==> src/rtl/toggle_sync_multi.sv <==
// Multi-channel toggle/edge synchroniser living in the rd_clk domain.
// Each channel: N-flop synchroniser, edge decoder, saturating pending-event counter with pop handshake.
module toggle_sync_multi #(
    parameter int CHANNELS    = 4,
    parameter int SYNC_STAGES = 2,
    parameter int CNT_W       = 4,
    parameter int MODE        = 0
) (
    input  logic                      rd_clk,
    input  logic                      rd_reset,
    input  logic [CHANNELS-1:0]       async_in,
    output logic [CHANNELS-1:0]       sync_level,
    output logic [CHANNELS-1:0]       evt_pulse,
    output logic [CHANNELS-1:0]       evt_valid,
    input  logic [CHANNELS-1:0]       evt_ready,
    output logic [CHANNELS*CNT_W-1:0] evt_count,
    output logic [CHANNELS-1:0]       overflow,
    input  logic [CHANNELS-1:0]       ovf_clear
);

    localparam logic [CNT_W-1:0] CNT_MAX  = {CNT_W{1'b1}};
    localparam logic [CNT_W-1:0] CNT_ONE  = CNT_W'(1);
    localparam logic [CNT_W-1:0] CNT_ZERO = {CNT_W{1'b0}};

    logic [CHANNELS-1:0] sync_q [SYNC_STAGES];
    logic [CHANNELS-1:0] hist_q;
    logic [CNT_W-1:0]    cnt_q  [CHANNELS];
    logic [CNT_W-1:0]    cnt_d  [CHANNELS];
    logic [CHANNELS-1:0] ovf_q;
    logic [CHANNELS-1:0] ovf_d;
    logic [CHANNELS-1:0] inc_s;
    logic [CHANNELS-1:0] dec_s;
    logic [CHANNELS-1:0] ovf_set_s;

    // Synchroniser chain and history flop per channel
    always_ff @(posedge rd_clk or negedge rd_reset) begin
        if (!rd_reset) begin
            for (int k = 0; k < SYNC_STAGES; k++) begin
                sync_q[k] <= {CHANNELS{1'b0}};
            end
            hist_q <= {CHANNELS{1'b0}};
        end else begin
            sync_q[0] <= async_in;
            for (int k = 1; k < SYNC_STAGES; k++) begin
                sync_q[k] <= sync_q[k-1];
            end
            hist_q <= sync_q[SYNC_STAGES-1];
        end
    end

    assign sync_level = sync_q[SYNC_STAGES-1];

    // Edge decode: only flop outputs feed the strobe, never async_in
    always_comb begin
        if (MODE == 0) begin
            evt_pulse = sync_level ^ hist_q;
        end else begin
            evt_pulse = sync_level & ~hist_q;
        end
    end

    // Valid flags and flattened count bus, both straight from the count registers
    always_comb begin
        evt_valid = {CHANNELS{1'b0}};
        evt_count = {(CHANNELS*CNT_W){1'b0}};
        for (int i = 0; i < CHANNELS; i++) begin
            evt_valid[i]                 = (cnt_q[i] != CNT_ZERO);
            evt_count[i*CNT_W +: CNT_W]  = cnt_q[i];
        end
    end

    // Counter next-state: a simultaneous push and pop cancel, and never flag overflow
    always_comb begin
        inc_s     = evt_pulse;
        dec_s     = evt_valid & evt_ready;
        ovf_set_s = {CHANNELS{1'b0}};
        for (int i = 0; i < CHANNELS; i++) begin
            cnt_d[i] = cnt_q[i];
            case ({inc_s[i], dec_s[i]})
                2'b10: begin
                    if (cnt_q[i] == CNT_MAX) begin
                        ovf_set_s[i] = 1'b1;
                    end else begin
                        cnt_d[i] = cnt_q[i] + CNT_ONE;
                    end
                end
                2'b01: begin
                    cnt_d[i] = cnt_q[i] - CNT_ONE;
                end
                default: begin
                    cnt_d[i] = cnt_q[i];
                end
            endcase
        end
    end

    // Sticky overflow: a new drop beats a same-cycle clear
    always_comb begin
        ovf_d = ovf_q;
        for (int i = 0; i < CHANNELS; i++) begin
            if (ovf_set_s[i]) begin
                ovf_d[i] = 1'b1;
            end else if (ovf_clear[i]) begin
                ovf_d[i] = 1'b0;
            end else begin
                ovf_d[i] = ovf_q[i];
            end
        end
    end

    // Counter and overflow registers
    always_ff @(posedge rd_clk or negedge rd_reset) begin
        if (!rd_reset) begin
            for (int i = 0; i < CHANNELS; i++) begin
                cnt_q[i] <= CNT_ZERO;
            end
            ovf_q <= {CHANNELS{1'b0}};
        end else begin
            for (int i = 0; i < CHANNELS; i++) begin
                cnt_q[i] <= cnt_d[i];
            end
            ovf_q <= ovf_d;
        end
    end

    assign overflow = ovf_q;

endmodule

==> config.mk <==
export PLATFORM = sky130hd
export DESIGN_NAME = toggle_sync_multi
export DESIGN_NICKNAME = d
export VERILOG_FILES = /design/src/rtl/toggle_sync_multi.sv
export SDC_FILE = /design/constraint.sdc
export NUM_CORES = 1
export LEC_CHECK = 0
export ABC_CLOCK_PERIOD_IN_PS = 2530
export CORE_UTILIZATION = 47
export DETAILED_ROUTE_END_ITERATION = 6
export GPL_TIMING_DRIVEN = 0
export PLACE_DENSITY = 0.89
export SLEW_MARGIN = 20
export SYNTH_ARGS = -nofsm -noshare
export SYNTH_HDL_FRONTEND = slang
export SYNTH_SLANG_ARGS = --single-unit
==> constraint.sdc <==
create_clock -name rd_clk -period 2.53 [get_ports rd_clk]
set_input_delay 0.506 -clock rd_clk [delete_from_list [all_inputs] [get_ports rd_clk]]
set_output_delay 0.506 -clock rd_clk [all_outputs]
set_load 0.01 [all_outputs]
==> results of run 1 <==
final timing paths:
kind                                from             to  slack, ns
min reg2reg                    sync_q[5]  sync_level[1]       0.35
max                        evt_count[13]   evt_valid[3]       0.05
min in group rd_clk            sync_q[5]  sync_level[1]       0.35
max reg2reg                 evt_count[1]   evt_count[3]       0.19
max in group asynchronous       rd_reset  evt_count[12]       1.85
min                             rd_reset  evt_count[13]       0.20
what timing repair did:
| action | 4_1_cts | 5_1_grt |
|---|---|---|
| resized for setup | 0 | 2 |
| endpoints found under the setup margin | 0 | 1 |
| hold buffers | 0 | 0 |
state kept, by name, summed over array words and instances (netlist names):
signal      flops
hist_q          4
sync_level      4
sync_q          4
evt_count      16
overflow        4
cell families (layout without fill, tap and decap cells):
| kind of cell | after synthesis | after routing |
|---|---|---|
| and+or+nand+nor | 24 | 24 |
| adders and majority gates | 12 | 12 |
| AOI/OAI and AO/OA | 16 | 16 |
| xor gates and xnor gates | 16 | 16 |
| buffers and inverters | 20 | 73 |
| muxes | 12 | 12 |
| DFF | 32 | 32 |
layer usage:
layer	track usage	vias to the layer above	share of wire	routed length, µm
met5	0	-	0	0
met4	0.0390	0	0.0093	29
met3	0.0525	3	0.047	147
met2	0.326	34	0.50	1540
met1	0.220	563	0.45	1390
li1	-	556	-	-
stage by stage:
step / util / setup WS [ns] / power (µW) / cell area, µm² / hold slack, ns
2_1_floorplan: - / 0.371 / 1620 / 1640 / 0.210
3_3_place_gp: 0.644 / -0.00783 / 2080 / 2150 / 0.334
6_report: 0.675 / 0.0508 / 2600 / 2250 / 0.202
3_5_place_dp: 0.643 / -0.0833 / 2150 / 2140 / 0.336
4_1_cts: 0.671 / 0.0527 / 2600 / 2240 / 0.223
5_1_grt: 0.675 / 0.00415 / 2780 / 2250 / 0.262
placed cells by master, fill, tap and decap left out:
cell type	synthesis	layout
nand3b_1	2	2
clkbuf_4	0	5
xnor2_1	8	8
o41ai_2	4	3
nand3_1	4	4
mux2i_1	8	8
clkdlybuf4s50_1	0	44
nand2_2	4	4
mux2_4	4	4
inv_1	16	16
clkbuf_8	0	2
or4_1	3	3
or2_4	1	1
or4_2	1	1
o41ai_4	0	1
fa_1	4	4
a21oi_1	4	4
xor2_1	8	8
o22ai_1	2	2
a21o_2	1	1
buf_4	4	4
a21o_1	3	3
buf_2	0	1
nand2_1	2	2
or2_2	3	3
dfrtp_2	0	1
bufinv_16	0	1
dfrtp_1	32	31
ha_1	8	8
o21ai_0	2	2
nand4_1	4	4
layout make-up:
type                            instances  area, µm²
Clock buffer                            7       65.1
Timing Repair Buffer                   45        445
Clock inverter                          1       30.0
Buffer                                  4       30.0
Sequential cell                        32        802
Tap cell                               46       57.6
Inverter                               16       60.1
Fill cell                             259       1080
Multi-Input combinational cell         80        762
worst max-delay path: stages, from the launching register on:
cell and delay [ns]:
dfrtp_1 0.48, or4_2 0.66, clkdlybuf4s50_1 0.50
report_power, final:
group	switching (µW)	leakage (µW)	total, µW	internal [µW]
clock	176	0.0000515	438	262
sequential	256	0.000381	929	672
combinational	512	0.000621	1230	716
==> flow_metrics.tcl, run 1 <==
set metrics [dict create \
    grt_max_degree 33 \
    drv_cap 0 \
    critPathRequiredTime_ns 2.02 \
    cts-buffers-inserted 5 \
    ys_seq_area_frac 0.488 \
    startpoint_type "flip-flop" \
    avgSynthCellArea_um2 12.4 \
    portBuffers 45 \
    synth_most_common_cell "dfrtp_1" \
    drc 0 \
    min_path_type "in2async" \
    max_slew_margin 0.539 \
    final_nets 210 \
    synth.area.top_cells "dfrtp_1 49%, ha_1 6.1%, fa_1 4.9%, mux2i_1 4.9%, xnor2_1 4.3%" \
    synth_adder_area_share 0.110 \
    synth_top_family_by_area "adder cells" \
    synth-edff-count 0 \
    synth_top_area_cell "dfrtp_1" \
    ys_async_sr_fraction 1.00 \
    power_leakage_uw 0.00105 \
    fin_crit_ns 2.48 \
    final_cells 231 \
    max-vdd-ir-drop_v 0.000611 \
    viasPerCell 5.00 \
    cts_tree "yes" \
    io-pin-count 46 \
    clk_pin_slew_ns 0.10 \
    dp_hpwl_um 2320 \
    dp.cells 223 \
    antenna_found_initial 0 \
    root_buffer "clkbuf_4" \
    dieArea_mm2 0.00373 \
    post-route-period-util 0.980 \
    p_per_area_mw_per_mm2 1150 \
    grt_pass1_vias 1144 \
    first_pass_iters 4 \
    crit_arrival_ns 1.97 \
    synth_mux_area_frac 0.0854 \
    end_kind "primary output" \
    vias 1156 \
    yosysTopAreaCellShare 0.488 \
    cts.sinks 32 \
    ctsHtreeMaxLevel 2 \
    initial_core_util 0.492 \
    postRouteAntennaNets 0 \
    wirelength_um 3110 \
    crit_type "reg2out" \
    netlist_instances 132 \
    crit_path_max_fanout 6 \
    gp_congestion 0.815 \
    post_cts.repair.setup_buffers 0 \
    synth.top_cells.by_count "32 x dfrtp_1, 16 x inv_1" \
    ff2ff_path_depth 8 \
    ys_types 24 \
    die_h_um 61.1 \
    grt_pass1_wl_um 4910 \
    area_growth_pct 37.2 \
    synth_area_mm2 0.00164 \
    tns_ns 0 \
    ys_warn_count 0 \
    synth_flop_cell "dfrtp_1" \
    drive_gt1_frac 0.173 \
    wl_per_cell_um 13.5 \
    synth_seq_cells 32 \
    fmax_mhz 403 \
    setup_viol 0 \
    slew_violations 0 \
    finalHoldViolCount 0 \
    rsz0062_at_grt "no" \
    insertion_delay_ns 0.33 \
    grtUsageTotal 0.183 \
    row_count 21 \
    yosys.area_share.xor_xnor 0.0854 \
    design.core.area_mm2 0.00334 \
    synthSimpleGateAreaFrac 0.0922 \
    status "complete, no violations" \
    num_antenna_cells 0 \
    syn_nets 158 \
    clk_path_buf_depth 2 \
    first_iter_violations 51 \
    overflow 0 \
    fin_skew_ns 0.00727 \
    tightest_slew_ns 0.691 \
    dieWidth_um 61.1 \
    synth_compound_area_frac 0.0846 \
]
Power figures use the tool's default switching activity.
==> inputs of run 2 (changes only) <==
--- a/config.mk
+++ b/config.mk
@@ -5,8 +5,9 @@
 export SDC_FILE = /design/constraint.sdc
 export NUM_CORES = 1
 export LEC_CHECK = 0
+export ABC_AREA = 1
 export ABC_CLOCK_PERIOD_IN_PS = 2530
-export CORE_UTILIZATION = 47
+export CORE_UTILIZATION = 49
 export DETAILED_ROUTE_END_ITERATION = 6
 export GPL_TIMING_DRIVEN = 0
 export PLACE_DENSITY = 0.89
==> flow_metrics.tcl, run 2 <==
set metrics [dict create \
    vias 1499 \
    min_path_type "in2async" \
    fin_crit_ns 2.08 \
    dieWidth_um 63.6 \
    avgSynthCellArea_um2 8.82 \
    tightest_slew_ns 0.711 \
    portBuffers 45 \
    setup_viol 0 \
    synth-edff-count 0 \
    post-route-period-util 0.822 \
    r2r_end "evt_count[15]" \
    r2r-start "evt_count[12]" \
    crit_path_max_fanout 5 \
    tns_ns 0 \
    clk_path_buf_depth 2 \
    synth_most_common_cell "nand2_1" \
    setup_ws_ns 0.450 \
    fillCellCount 292 \
    largest_register_ffs 16 \
    ff_latch_area_um2 801 \
    synth.top_cells.by_count "56 x nand2_1, 32 x dfrtp_1, 32 x inv_1, 13 x nor2_1, 10 x a21oi_1" \
    max-vdd-ir-drop_v 0.000616 \
    ys_types 19 \
    final_common_cell "nand2_1" \
    io-pin-count 46 \
    startpoint_type "flip-flop" \
    max_slew_margin 0.526 \
    synth_adder_area_share 0.0968 \
    post_cts.repair.setup_buffers 0 \
    postRouteAntennaNets 0 \
    synth_flop_cell "dfrtp_1" \
    synth_mux_area_frac 0 \
    viasPerCell 4.80 \
    ys_seq_area_frac 0.430 \
    grt_pass1_vias 1385 \
    final_nets 289 \
    area_growth_pct 33.1 \
    clk_pin_slew_ns 0.07 \
    synth_seq_cells 32 \
    ctsHtreeMaxLevel 2 \
    grt_pass1_wl_um 5780 \
    dieArea_mm2 0.00405 \
    critPathRequiredTime_ns 2.02 \
    dpl_cell_area_mm2 0.00237 \
    drv_cap 0 \
    fin_skew_ns 0.00445 \
    fmax_mhz 481 \
    overflow 0 \
    first_pass_iters 4 \
    root_buffer "clkbuf_8" \
    finalHoldViolCount 0 \
    p_per_area_mw_per_mm2 1040 \
    rrSetupSlack_ns 0.68 \
    initial_core_util 0.509 \
    first_iter_violations 59 \
    gp_congestion 0.829 \
    layout_common_cells "56 x nand2_1, 44 x clkdlybuf4s50_1, 32 x inv_1, 32 x dfrtp_1, 13 x nor2_1" \
    synthSimpleGateAreaFrac 0.303 \
    ff2ff_path_depth 11 \
    syn_nets 237 \
    cts.sinks 32 \
    status "complete, no violations" \
    yosys.area_share.xor_xnor 0.0464 \
    whs_ns 0.284 \
    worstSetupStartpoint "sync_level[2]" \
    rsz0062_at_grt "no" \
    insertion_delay_ns 0.27 \
    grt_max_degree 33 \
    ctsResizeCount 0 \
    fin_area_mm2 0.00248 \
    drive_gt1_frac 0.136 \
    power_leakage_uw 0.00122 \
    cts_tree "yes" \
    ys_warn_count 0 \
    wirelength_um 3240 \
    die_h_um 63.6 \
    num_antenna_cells 0 \
    design.core.area_mm2 0.00366 \
    slew_violations 0 \
    wl_per_cell_um 10.4 \
    synth_area_mm2 0.00186 \
    ctsHoldBuffers 0 \
    row_count 22 \
    dp_hpwl_um 2450 \
    crit_arrival_ns 1.57 \
    grtUsageTotal 0.179 \
    multi_input_area_um2 911 \
    fin_total_pwr_uw 2580 \
    cts-buffers-inserted 5 \
    synth.area.top_cells "dfrtp_1 43%, nand2_1 11%, inv_1 6.5%, ha_1 5.4%, nand3_2 4.8%" \
    synth_top_family_by_area "simple AND/OR/NAND/NOR gates" \
    drc 0 \
    yosysTopAreaCellShare 0.430 \
    synth_top_area_cell "dfrtp_1" \
    synth_compound_area_frac 0.0430 \
    place_ws_ns 0.365 \
    ys_async_sr_fraction 1.00 \
    end_kind "primary output" \
    crit_type "reg2out" \
    netlist_instances 211 \
    antenna_found_initial 0 \
]
run 2: cell type report:
type,instances,area share
plain buffers,4,0.0121
clock buffers,5,0.0278
clock inverters,3,0.0172
inverters,32,0.0485
multi-input cells,143,0.367
flip-flops and latches,32,0.323
well taps,48,0.0242
repair buffers,45,0.180
run 2: critical path, cell delays in order (launching register included):
cell and delay (ns):
dfrtp_1 0.42, inv_1 0.09, nand2_1 0.05, nand2_1 0.17
clkdlybuf4s50_1 0.58
run 2: how the worst max path moves through the flow:
stage                    end  slack [ns]  cells past startpoint
2_1_floorplan  evt_count[15]        0.76                     11
3_3_place_gp    evt_count[3]        0.32                      1
3_5_place_dp   evt_count[15]        0.37                     10
4_1_cts         evt_pulse[2]        0.43                      4
5_1_grt         evt_pulse[0]        0.34                      4
6_report        evt_pulse[2]        0.45                      4
run 2: kinds of logic after synthesis:
| logic type | count (synthesis) |
|---|---|
| xor gates and xnor gates | 9 |
| AOI/OAI and AO/OA | 15 |
| adders and majority gates | 12 |
| and+or+nand+nor | 107 |
| buffers and inverters | 36 |
| DFF | 32 |
run 2: power breakdown:
group,switching (µW),internal [µW]
sequential,203,663
clock,185,291
combinational,624,619
run 2: per-stage QoR:
| step | cells | util |
|---|---|---|
| 3_3_place_gp | 304 | 0.648 |
| 5_1_grt | 312 | 0.677 |
| 3_5_place_dp | 304 | 0.647 |
| 6_report | 312 | 0.677 |
| 2_1_floorplan | 211 | - |
| 4_1_cts | 312 | 0.677 |
run 2: layer usage:
| metal | wire length (µm) | vias up | track usage | share of wire |
|---|---|---|---|---|
| met5 | 0 | - | 0 | 0 |
| met4 | 15 | 0 | 0.0540 | 0.0046 |
| met3 | 125 | 2 | 0.0344 | 0.039 |
| met2 | 1560 | 34 | 0.299 | 0.48 |
| met1 | 1530 | 692 | 0.233 | 0.47 |
| li1 | - | 771 | - | - |
==> inputs of run 3 (changes only) <==
--- a/config.mk
+++ b/config.mk
@@ -6,7 +6,7 @@
 export NUM_CORES = 1
 export LEC_CHECK = 0
 export ABC_AREA = 1
-export ABC_CLOCK_PERIOD_IN_PS = 2530
+export ABC_CLOCK_PERIOD_IN_PS = 2100
 export CORE_UTILIZATION = 49
 export DETAILED_ROUTE_END_ITERATION = 6
 export GPL_TIMING_DRIVEN = 0
==> constraint.sdc (replaced) <==
create_clock -name rd_clk -period 2.1 [get_ports rd_clk]
set_input_delay 0.42 -clock rd_clk [delete_from_list [all_inputs] [get_ports rd_clk]]
set_output_delay 0.42 -clock rd_clk [all_outputs]
set_load 0.01 [all_outputs]
==> flow_metrics.tcl, run 3 (synthesis gave the netlist of run 2 again) <==
set metrics [dict create \
    crit_type "reg2out" \
    gp_congestion 0.829 \
    swShare 0.391 \
    tightest_slew_ns 0.711 \
    post-route-period-util 0.950 \
    max-vdd-ir-drop_v 0.000742 \
    slew_violations 0 \
    post_cts.repair.setup_buffers 0 \
    fmax_mhz 501 \
    ctsHoldBuffers 0 \
    drc 0 \
    rsz0062_at_grt "no" \
    design.core.area_mm2 0.00366 \
    ff_latch_area_um2 801 \
    setup_ws_ns 0.106 \
    num_antenna_cells 0 \
    p_per_area_mw_per_mm2 1260 \
    dpl_cell_area_mm2 0.00237 \
    seqPwrFrac 0.335 \
    fin_skew_ns 0.00454 \
    io-pin-count 46 \
    fin_crit_ns 1.99 \
    grt_max_degree 33 \
    path_buf_inv 2 \
    first_iter_violations 62 \
    vias 1491 \
    crit_path_max_fanout 5 \
    wl_per_cell_um 10.4 \
    combPwrFrac 0.481 \
    root_buffer "clkbuf_8" \
    area_growth_pct 33.3 \
    crit_arrival_ns 1.57 \
    initial_core_util 0.509 \
    clock_power_share 0.184 \
    power_leakage_uw 0.00122 \
    dp_hpwl_um 2450 \
    p_int_uw 1900 \
    first_pass_iters 4 \
    grt_pass1_wl_um 5780 \
    clk_path_buf_depth 2 \
    insertion_delay_ns 0.27 \
    dp.cells 304 \
    cts_tree "yes" \
    grtUsageTotal 0.179 \
    rrSetupSlack_ns 0.25 \
    slowest_delay_ns 0.58 \
    fillCellCount 291 \
    place_ws_ns 0.0213 \
    fin_area_mm2 0.00248 \
    cp.depth 4 \
    finalHoldViolCount 0 \
    dieArea_mm2 0.00405 \
    overflow 0 \
    wirelength_um 3230 \
    grt_pass1_vias 1385 \
    final_nets 289 \
    die_h_um 63.6 \
    row_count 22 \
    postRouteAntennaNets 0 \
    setup_viol 0 \
    min_path_type "in2async" \
    worst_path_max_delay_cell "clkdlybuf4s50_1" \
    max_slew_margin 0.526 \
    status "complete, no violations" \
    drv_cap 0 \
    final_common_cell "nand2_1" \
    ctsHtreeMaxLevel 2 \
    clk_pin_slew_ns 0.07 \
    drive_gt1_frac 0.140 \
    power_switching_uw 1220 \
    tns_ns 0 \
    dieWidth_um 63.6 \
    antenna_found_initial 0 \
    viasPerCell 4.78 \
    path_delay_family "buffers and inverters" \
    largest_register_ffs 16 \
    layout_common_cells "55 x nand2_1, 44 x clkdlybuf4s50_1, 32 x inv_1, 32 x dfrtp_1, 13 x nor2_1" \
    end_kind "primary output" \
    cts-buffers-inserted 5 \
    multi_input_area_um2 913 \
    ff2ff_path_depth 11 \
    final_cells 312 \
    startpoint_type "flip-flop" \
    portBuffers 45 \
    cp_common_cell "nand2_1" \
    path_cells "inv_1 -> nand2_1 -> nand2_1 -> clkdlybuf4s50_1" \
    cts.sinks 32 \
    critPathRequiredTime_ns 1.68 \
]
[run 3: cell count changes in the layout (fill, tap and decap cells not counted)]
cell     before  now
nand2_1      56   55
nand2_2       4    5
[run 3: final timing paths]
path | from | endpoint
max | sync_level[2] | evt_pulse[2]
min | rd_reset | evt_count[5]
max reg2reg | evt_count[12] | evt_count[15]
min reg2reg | sync_q[5] | sync_level[1]
max in group asynchronous | rd_reset | sync_level[3]
min in group rd_clk | sync_q[5] | sync_level[1]
[run 3: cell type report]
cell class / instances / area share
repair buffers: 45 / 0.180
flip-flops and latches: 32 / 0.323
multi-input cells: 143 / 0.368
well taps: 48 / 0.0242
inverters: 32 / 0.0484
plain buffers: 4 / 0.0121
clock buffers: 5 / 0.0277
clock inverters: 3 / 0.0171
[run 3: per-layer routing]
metal,global-route usage,vias up,routed length (µm)
met4,0.0540,0,15
met1,0.233,687,1530
met2,0.299,32,1560
met5,0,-,0
met3,0.0344,2,123
li1,-,770,-
[run 3: worst reg2reg max path: stages, from the launching register on]
cell,delay [ns]
dfrtp_1,0.45
nor2_1,0.15
nand3_2,0.11
nand3_2,0.15
inv_1,0.08
ha_1,0.32
a21oi_1,0.15
nand2_1,0.09
inv_1,0.06
nand2_1,0.06
nand3_1,0.08
nand2_1,0.05
[run 3: power groups by stage]
stage,Clock [µW],Sequential [µW],Combinational [µW]
final,573,1040,1500
after detailed placement,0,1050,1510
after global routing,622,1080,1710
after CTS,595,1040,1510
after global placement,0,1050,1450
after floorplan,0,1090,876
[run 3: timing repair]
| item | 4_1_cts | 5_1_grt |
|---|---|---|
| endpoints found under the hold margin | 0 | 0 |
| setup endpoints to repair | 0 | 1 |
| gates resized for setup | 0 | 1 |
[run 3: through the flow]
| step | utilization | hold WS [ns] | total power (µW) |
|---|---|---|---|
| global route | 0.678 | 0.259 | 3410 |
| floorplan | - | 0.124 | 1960 |
| global placement | 0.648 | 0.334 | 2500 |
| detailed placement | 0.647 | 0.337 | 2560 |
| finish | 0.678 | 0.199 | 3110 |
| CTS | 0.677 | 0.217 | 3150 |
